[config.mk]
export PLATFORM = sky130hd
export DESIGN_NAME = spi_count_readout
export DESIGN_NICKNAME = d
export VERILOG_FILES = /design/src/rtl/spi_count_readout.sv
export SDC_FILE = /design/constraint.sdc
export NUM_CORES = 1
export LEC_CHECK = 0
export ABC_AREA = 1
export BUFFER_PORTS_ARGS = -buffer_cell sky130_fd_sc_hd__buf_2
export CORE_MARGIN = 10
export CORE_UTILIZATION = 45
export CTS_CLUSTER_SIZE = 28
export DETAILED_ROUTE_END_ITERATION = 12
export HOLD_SLACK_MARGIN = 0.15
export MAX_ROUTING_LAYER = met4
export PLACE_DENSITY = 0.65
export SYNTH_ARGS = -nofsm -noshare
export SYNTH_HDL_FRONTEND = slang
export SYNTH_SLANG_ARGS = --single-unit
[constraint.sdc]
create_clock -name CLK -period 2.3 [get_ports CLK]
set_input_delay 0.46 -clock CLK [delete_from_list [all_inputs] [get_ports CLK]]
set_output_delay 0.46 -clock CLK [all_outputs]
set_load 0.02 [all_outputs]
[src/rtl/spi_count_readout.sv]
// SPI responder that snapshots the per-channel MPPC counters at frame start and
// shifts them to the Pi after a header byte; optionally requests a counter clear.
module spi_count_readout #(
    parameter int NCH = 8,
    parameter int CW  = 10
) (
    input  logic              CLK,
    input  logic              RSTn,
    input  logic              gpioSS,
    input  logic              gpioSCK,
    input  logic              gpioSDI,
    output logic              gpioSDO,
    input  logic [NCH*CW-1:0] chCounts,
    output logic              clearReq,
    output logic              busy,
    output logic [1:0]        dbg_state
);
    localparam int TXW = NCH * CW;
    localparam int BCW = $clog2(TXW + 1);
    localparam logic [7:0] HEADER         = 8'hA5;
    localparam logic [7:0] CMD_READ       = 8'h01;
    localparam logic [7:0] CMD_READ_CLEAR = 8'h02;

    typedef enum logic [1:0] {
        ST_IDLE = 2'd0,
        ST_CMD  = 2'd1,
        ST_DATA = 2'd2,
        ST_PAD  = 2'd3
    } state_e;

    logic           ss_s1_q, ss_s2_q, ss_s3_q;
    logic           sck_s1_q, sck_s2_q, sck_s3_q;
    logic           sdi_s1_q, sdi_s2_q;
    logic [1:0]     settle_q, settle_d;
    logic           armed_q, armed_d;
    state_e         state_q, state_d;
    logic [TXW-1:0] shadow_q, shadow_d;
    logic [TXW-1:0] tx_q, tx_d;
    logic [TXW-1:0] tx_load;
    logic [7:0]     cmd_q, cmd_d;
    logic [BCW-1:0] bit_cnt_q, bit_cnt_d;
    logic           done_q, done_d;
    logic           sdo_q, sdo_d;
    logic           clear_q, clear_d;
    logic           busy_q, busy_d;

    logic ss_fall, ss_rise, sck_rise, sck_fall;

    assign ss_fall  = ~ss_s2_q & ss_s3_q;
    assign ss_rise  = ss_s2_q & ~ss_s3_q;
    assign sck_rise = sck_s2_q & ~sck_s3_q;
    assign sck_fall = ~sck_s2_q & sck_s3_q;

    // Channel 0 goes out first, so it occupies the top of the TX register.
    always_comb begin
        tx_load = '0;
        for (int k = 0; k < NCH; k++) begin
            tx_load[(NCH-1-k)*CW +: CW] = shadow_q[k*CW +: CW];
        end
    end

    always_comb begin
        settle_d  = (settle_q == 2'd3) ? settle_q : settle_q + 2'd1;
        // A fall is only trusted once SS has been seen high on real pin samples
        // after reset; an SS still held low across reset must not start a frame.
        armed_d   = armed_q | ((settle_q == 2'd3) & ss_s2_q);
        state_d   = state_q;
        shadow_d  = shadow_q;
        tx_d      = tx_q;
        cmd_d     = cmd_q;
        bit_cnt_d = bit_cnt_q;
        done_d    = done_q;
        clear_d   = 1'b0;

        if (ss_rise && state_q != ST_IDLE) begin
            state_d = ST_IDLE;
            clear_d = (cmd_q == CMD_READ_CLEAR) && done_q;
        end else begin
            case (state_q)
                ST_IDLE: begin
                    cmd_d     = '0;
                    done_d    = 1'b0;
                    bit_cnt_d = '0;
                    if (ss_fall && armed_q) begin
                        shadow_d            = chCounts;
                        tx_d                = '0;
                        tx_d[TXW-1 -: 8]    = HEADER;
                        state_d             = ST_CMD;
                    end
                end
                ST_CMD: begin
                    if (sck_rise) begin
                        cmd_d = {cmd_q[6:0], sdi_s2_q};
                    end
                    if (sck_fall) begin
                        if (bit_cnt_q == BCW'(7)) begin
                            bit_cnt_d = '0;
                            if (cmd_q == CMD_READ || cmd_q == CMD_READ_CLEAR) begin
                                tx_d    = tx_load;
                                state_d = ST_DATA;
                            end else begin
                                tx_d    = '0;
                                state_d = ST_PAD;
                            end
                        end else begin
                            tx_d      = tx_q << 1;
                            bit_cnt_d = bit_cnt_q + BCW'(1);
                        end
                    end
                end
                ST_DATA: begin
                    if (sck_fall) begin
                        tx_d = tx_q << 1;
                        if (bit_cnt_q == BCW'(TXW - 1)) begin
                            done_d    = 1'b1;
                            bit_cnt_d = '0;
                            state_d   = ST_PAD;
                        end else begin
                            bit_cnt_d = bit_cnt_q + BCW'(1);
                        end
                    end
                end
                default: begin
                    state_d = ST_PAD;
                end
            endcase
        end

        sdo_d  = (state_d != ST_IDLE) ? tx_d[TXW-1] : 1'b0;
        busy_d = armed_q & ~ss_s2_q;
    end

    always_ff @(posedge CLK) begin
        if (!RSTn) begin
            ss_s1_q   <= 1'b1;
            ss_s2_q   <= 1'b1;
            ss_s3_q   <= 1'b1;
            sck_s1_q  <= 1'b0;
            sck_s2_q  <= 1'b0;
            sck_s3_q  <= 1'b0;
            sdi_s1_q  <= 1'b0;
            sdi_s2_q  <= 1'b0;
            settle_q  <= 2'd0;
            armed_q   <= 1'b0;
            state_q   <= ST_IDLE;
            shadow_q  <= '0;
            tx_q      <= '0;
            cmd_q     <= '0;
            bit_cnt_q <= '0;
            done_q    <= 1'b0;
            sdo_q     <= 1'b0;
            clear_q   <= 1'b0;
            busy_q    <= 1'b0;
        end else begin
            ss_s1_q   <= gpioSS;
            ss_s2_q   <= ss_s1_q;
            ss_s3_q   <= ss_s2_q;
            sck_s1_q  <= gpioSCK;
            sck_s2_q  <= sck_s1_q;
            sck_s3_q  <= sck_s2_q;
            sdi_s1_q  <= gpioSDI;
            sdi_s2_q  <= sdi_s1_q;
            settle_q  <= settle_d;
            armed_q   <= armed_d;
            state_q   <= state_d;
            shadow_q  <= shadow_d;
            tx_q      <= tx_d;
            cmd_q     <= cmd_d;
            bit_cnt_q <= bit_cnt_d;
            done_q    <= done_d;
            sdo_q     <= sdo_d;
            clear_q   <= clear_d;
            busy_q    <= busy_d;
        end
    end

    assign gpioSDO   = sdo_q;
    assign clearReq  = clear_q;
    assign busy      = busy_q;
    assign dbg_state = state_q;
endmodule
# After elaboration in Yosys (flattened, before gate mapping)
# Cells that the tools add are included.
[totals] in_bits=85 output_inout_bits=5 register_bits=192
[classes] reduce_logical=17 mux=25 eq_ne=12 add_sub_neg=2 bitwise_logic=12
[ops] operator="80-bit two-way mux" n=6
[ops] operator="80-bit case mux with 3 select lines" n=1
[ops] operator="7-bit two-way mux" n=4
[ops] operator="7-bit case mux with 3 select lines" n=1
[ops] operator="8-bit case mux with 2 select lines" n=1
[ops] operator="2-bit two-way mux" n=6
[ops] operator="2-bit != test (second input constant)" n=5
[ops] operator="8-bit by 1-bit equality test with 1-bit output (second input constant)" n=1
[ops] operator="8-bit by 2-bit equality test with 1-bit output (second input constant)" n=1
[ops] operator="8-bit two-way mux" n=1
[ops] operator="4-bit AND reduction" n=2
[ops] operator="2-bit nonzero test" n=4
[ops] operator="7-bit by 1-bit adder with 7-bit output (second input constant)" n=1
[ops] operator="7-bit by 3-bit equality test with 1-bit output (second input constant)" n=1
[ops] operator="7-bit equality test (second input constant)" n=1
[ops] operator="1-bit bitwise AND" n=6
[ops] operator="2-bit case mux with 3 select lines" n=1
[ops] operator="3-bit AND reduction" n=2
[ops] operator="1-bit NOT" n=5
[ops] operator="5-bit AND reduction" n=1
[ops] operator="2-bit equality test (second input constant)" n=2
[ops] operator="2-bit AND reduction" n=2
[ops] operator="1-bit logical AND" n=3
[ops] operator="1-bit two-way mux" n=3
[ops] operator="other kinds (7)" n=7

# Depth between registers and ports, before layout
[depth] word_depth=9 ltp_mapped=13

# Worst setup path before layout
# OpenSTA, ideal clock, no wires.
[synth_path] path_type="register -> register" start="reg state_q[0], in the netlist dbg_state[0]" end="reg tx_q[58]" arrival_time_ns=1.833 path_slack_ns=0.396 path_stages_with_launch=12 required_time_ns=2.230 path_buffers=2 path_cell_list="dfxtp_1 > inv_1 > ha_1 > inv_2 > nand2_1 > o21ai_2 > nor2_4 > nand2_2 > buf_2 > buf_2 > nand2_1 > a21oi_1"
[synth_via] elab_chain_cells=4 word_cells_on_any_way=12
[synth_rtl] element="from (decl)" line_no="36" text="state_e state_q, state_d;"
[synth_rtl] element="from (signal assigned)" line_no="165" text="state_q <= state_d;"
[synth_rtl] element="parallel branches: the longest is 4 deep, another holds 5-bit AND reduction"
[synth_rtl] element="to (signal assigned)" line_no="167" text="tx_q <= tx_d;"
[synth_rtl] element="to (decl)" line_no="38" text="logic [TXW-1:0] tx_q, tx_d;"
# Parallel ways; which one is timed is not known.
# A chain may end at the register's enable or synchronous reset.

# Worst setup path in the final report
[layout_path] start="reg state_q[1], in the netlist dbg_state[1]" end="reg tx_q[30]"
# Same word-level chain as after synthesis.

==> impl_metrics.toml <==
[sta]
report.final.hold_viol_count = 0
finalSetupViolCount = 0
finalCriticalPeriod_ns = 2.13
hold_slack_ns = 0.211
finalCritPeriodShare = 0.925
relSlewSlack = 0.641
maxSlewViolCount = 0
timing.fmax_mhz = 470
setup_tns_ns = 0
fin_skew_ns = 0.0139
worst_pin_slew_ns = 0.538
rsz0062_at_grt = "no"

[worst_setup_path]
path_class = "flip-flop to flip-flop"
crit_required_ns = 2.65
critical-path-max-stage-delay_ns = 0.37
crit_family = "simple AND/OR/NAND/NOR gates"
crit_chain = "inv_1, ha_4, inv_2, nand2_1, o21ai_2, nor2_4, nand3_2, nor2_4, buf_12, nand2_1, a21oi_1"
cp_max_fo = 77
slowest_stage = "dfxtp_1"
endpoint_kind = "flip-flop"
path_buf_inv = 3
worstSetupStartpointType = "flip-flop"
arrival_ns = 2.48

[finish]
final_cells = 1466
layout.nets = 1316
final_core_util = 0.532
multiInputGateArea_mm2 = 0.00387
area_growth_pct = 16.3
layout-drive-gt1-share = 0.135
fin_area_mm2 = 0.00956
regArea_mm2 = 0.00384
n_fill_cell = 1817
antennaDiodeCount = 0

[synth]
ys_top_cells_by_area = "dfxtp_1, nand2_1, a21oi_1"
synth-seq-cells = 192
ys_seq_area_frac = 0.468
synth.most_common_cell = "nand2_1"
synth-main-ff-cell = "dfxtp_1"
yosysWarnings = 0
syn_inst = 1178
ys_types = 32
synth_top_area_frac = 0.468
synth_edf_count = 0
synth.cell_area_mm2 = 0.00822
synth-async-reset-ratio = 0
synthTopCellsByCount = "nand2_1, dfxtp_1, a21oi_1"
yosys.area.top_type = "dfxtp_1"
synth_nets = 1270
syn_area_per_cell_um2 = 6.98

[drt]
ant_nets = 0
drt_first_iter_violations = 520
vias = 7465
drc_errors = 0
wl_um = 20100
drt_pre_antenna_iters = 7
vias_per_cell = 5.09
wire_per_inst_um = 13.7

[power]
power.switching_mw = 1.68
seqPwrFrac = 0.467
clockPowerShare = 0.461
ir_drop_uv = 533
sw_frac_of_total = 0.233
p_per_area_mw_per_mm2 = 755
p_int_mw = 5.54
power_leakage_nw = 3.27
combPwrFrac = 0.072

[job]
cap_violations = 0

[cts]
clk_pin_slew_ns = 0.07
worstSkewPairLatency_ns = 0.44
clock_path_buffers = 2
cts_resized = 0
cts_root_buf = "clkbuf_16"
tritoncts = "done"
cts_num_sinks = 192
numCtsBuffers = 17
cts_setup_buffers = 0
ctsHoldBuffers = 0
ctsHtreeMaxLevel = 4

[hold_path]
worstHoldPathType = "input pin to flip-flop"

[placement]
place_area_mm2 = 0.00889
dp.cells = 1434
dp_hpwl_um = 12500
place.gp.congestion = 0.856
portBuffers = 89

[global_route]
antenna_found_initial = 0
top_usage_layer = "met2"
grt_use_met3 = 0.0369
grt_util_all_layers = 0.169
grt_max_degree = 78
met2_usage = 0.265
grt_pass1_vias = 7056
grt_pass1_wl_um = 33900
use_met1 = 0.218
grt_remaining_overflow = 0

[die]
die_y_um = 155
die_area_mm2 = 0.0241
core_mm2 = 0.0180
rows = 49
die_w_um = 155
initial_core_util = 0.458
ioPinCount = 90

[status]
status = "finished clean"
-- cells by family (layout without fill, tap and decap cells) --
family	after synthesis	count (layout)	synth area share
AOI/OAI and AO/OA	266	266	0.165
buffers and inverters	130	189	0.0659
adders and majority gates	7	7	0.0107
and+or+nand+nor	580	580	0.288
DFF	192	192	0.468
xor gates and xnor gates	3	3	0.00320
-- final cells by class --
type / count / share of cell area
Multi-Input combinational cell: 856 / 0.404
Sequential cell: 192 / 0.402
Timing Repair Buffer: 113 / 0.0759
Clock buffer: 20 / 0.0488
Tap cell: 229 / 0.0300
Clock inverter: 12 / 0.0215
Inverter: 44 / 0.0175
-- worst register-to-register path, cell delays in order (launching register included) --
cell and delay (ns):
dfxtp_1 0.37, inv_1 0.18, ha_4 0.19, inv_2 0.06, nand2_1 0.14, o21ai_2 0.11, nor2_4 0.13, nand3_2 0.12
nor2_4 0.12, buf_12 0.30, nand2_1 0.16, a21oi_1 0.17
-- path summary, 6_finish.rpt --
path	slack, ns	depth (start not counted)	start	endpoint
setup reg to reg	0.17	11	dbg_state[1]	tx_q[30]
hold / removal	0.21	3	gpioSCK	sck_s1_q
setup / recovery	0.17	11	dbg_state[1]	tx_q[30]
hold reg to reg	0.42	2	sck_s1_q	sck_s2_q
-- per-layer routing --
| layer | part of all wire | wire, um | vias up |
|---|---|---|---|
| li1 | - | - | 3909 |
| met1 | 0.49 | 9840 | 3411 |
| met2 | 0.47 | 9380 | 131 |
| met3 | 0.036 | 728 | 14 |
| met4 | 0.0082 | 164 | 0 |
| met5 | 0 | 0 | - |
-- through the flow --
| stage | setup slack, ns | total power, mW |
|---|---|---|
| 6_report | 0.172 | 7.22 |
| 3_3_place_gp | 0.348 | 3.96 |
| 5_1_grt | 0.0271 | 7.47 |
| 4_1_cts | 0.182 | 7.28 |
| 3_5_place_dp | 0.258 | 3.97 |
| 2_1_floorplan | 0.396 | 3.76 |
-- state kept, by name, indices dropped and copies added, names as in the netlist --
register / count
sck_s3_q: 1
ss_s1_q: 1
sdi_s2_q: 1
ss_s3_q: 1
done_q: 1
bit_cnt_q: 7
ss_s2_q: 1
dbg_state: 2
busy: 1
gpioSDO: 1
armed_q: 1
sdi_s1_q: 1
settle_q: 2
cmd_q: 8
sck_s2_q: 1
sck_s1_q: 1
shadow_q: 80
tx_q: 80
clearReq: 1
-- power by group through the flow --
stage | clock [mW] | sequential [mW] | combinational [mW]
CTS | 3.39 | 3.37 | 0.521
global route | 3.53 | 3.37 | 0.571
finish | 3.33 | 3.37 | 0.517
floorplan | 0 | 3.45 | 0.312
detailed placement | 0 | 3.45 | 0.518
global placement | 0 | 3.45 | 0.515
-- layout by cell type, fill, tap and decap left out, types with 6 or more instances in the layout --
master     netlist  layout
inv_1           39      39
nor3_1           6       6
buf_4            2      16
o21ai_0         77      77
o22ai_1          7       7
o21ai_1          9       9
buf_12           0       8
nand3_1         91      91
dfxtp_1        192     192
buf_2           13      89
a21oi_1        167     167
nand2_1        430     428
clkbuf_16        0      17
nor2_1          35      35
(Power assumes the default switching activity.)
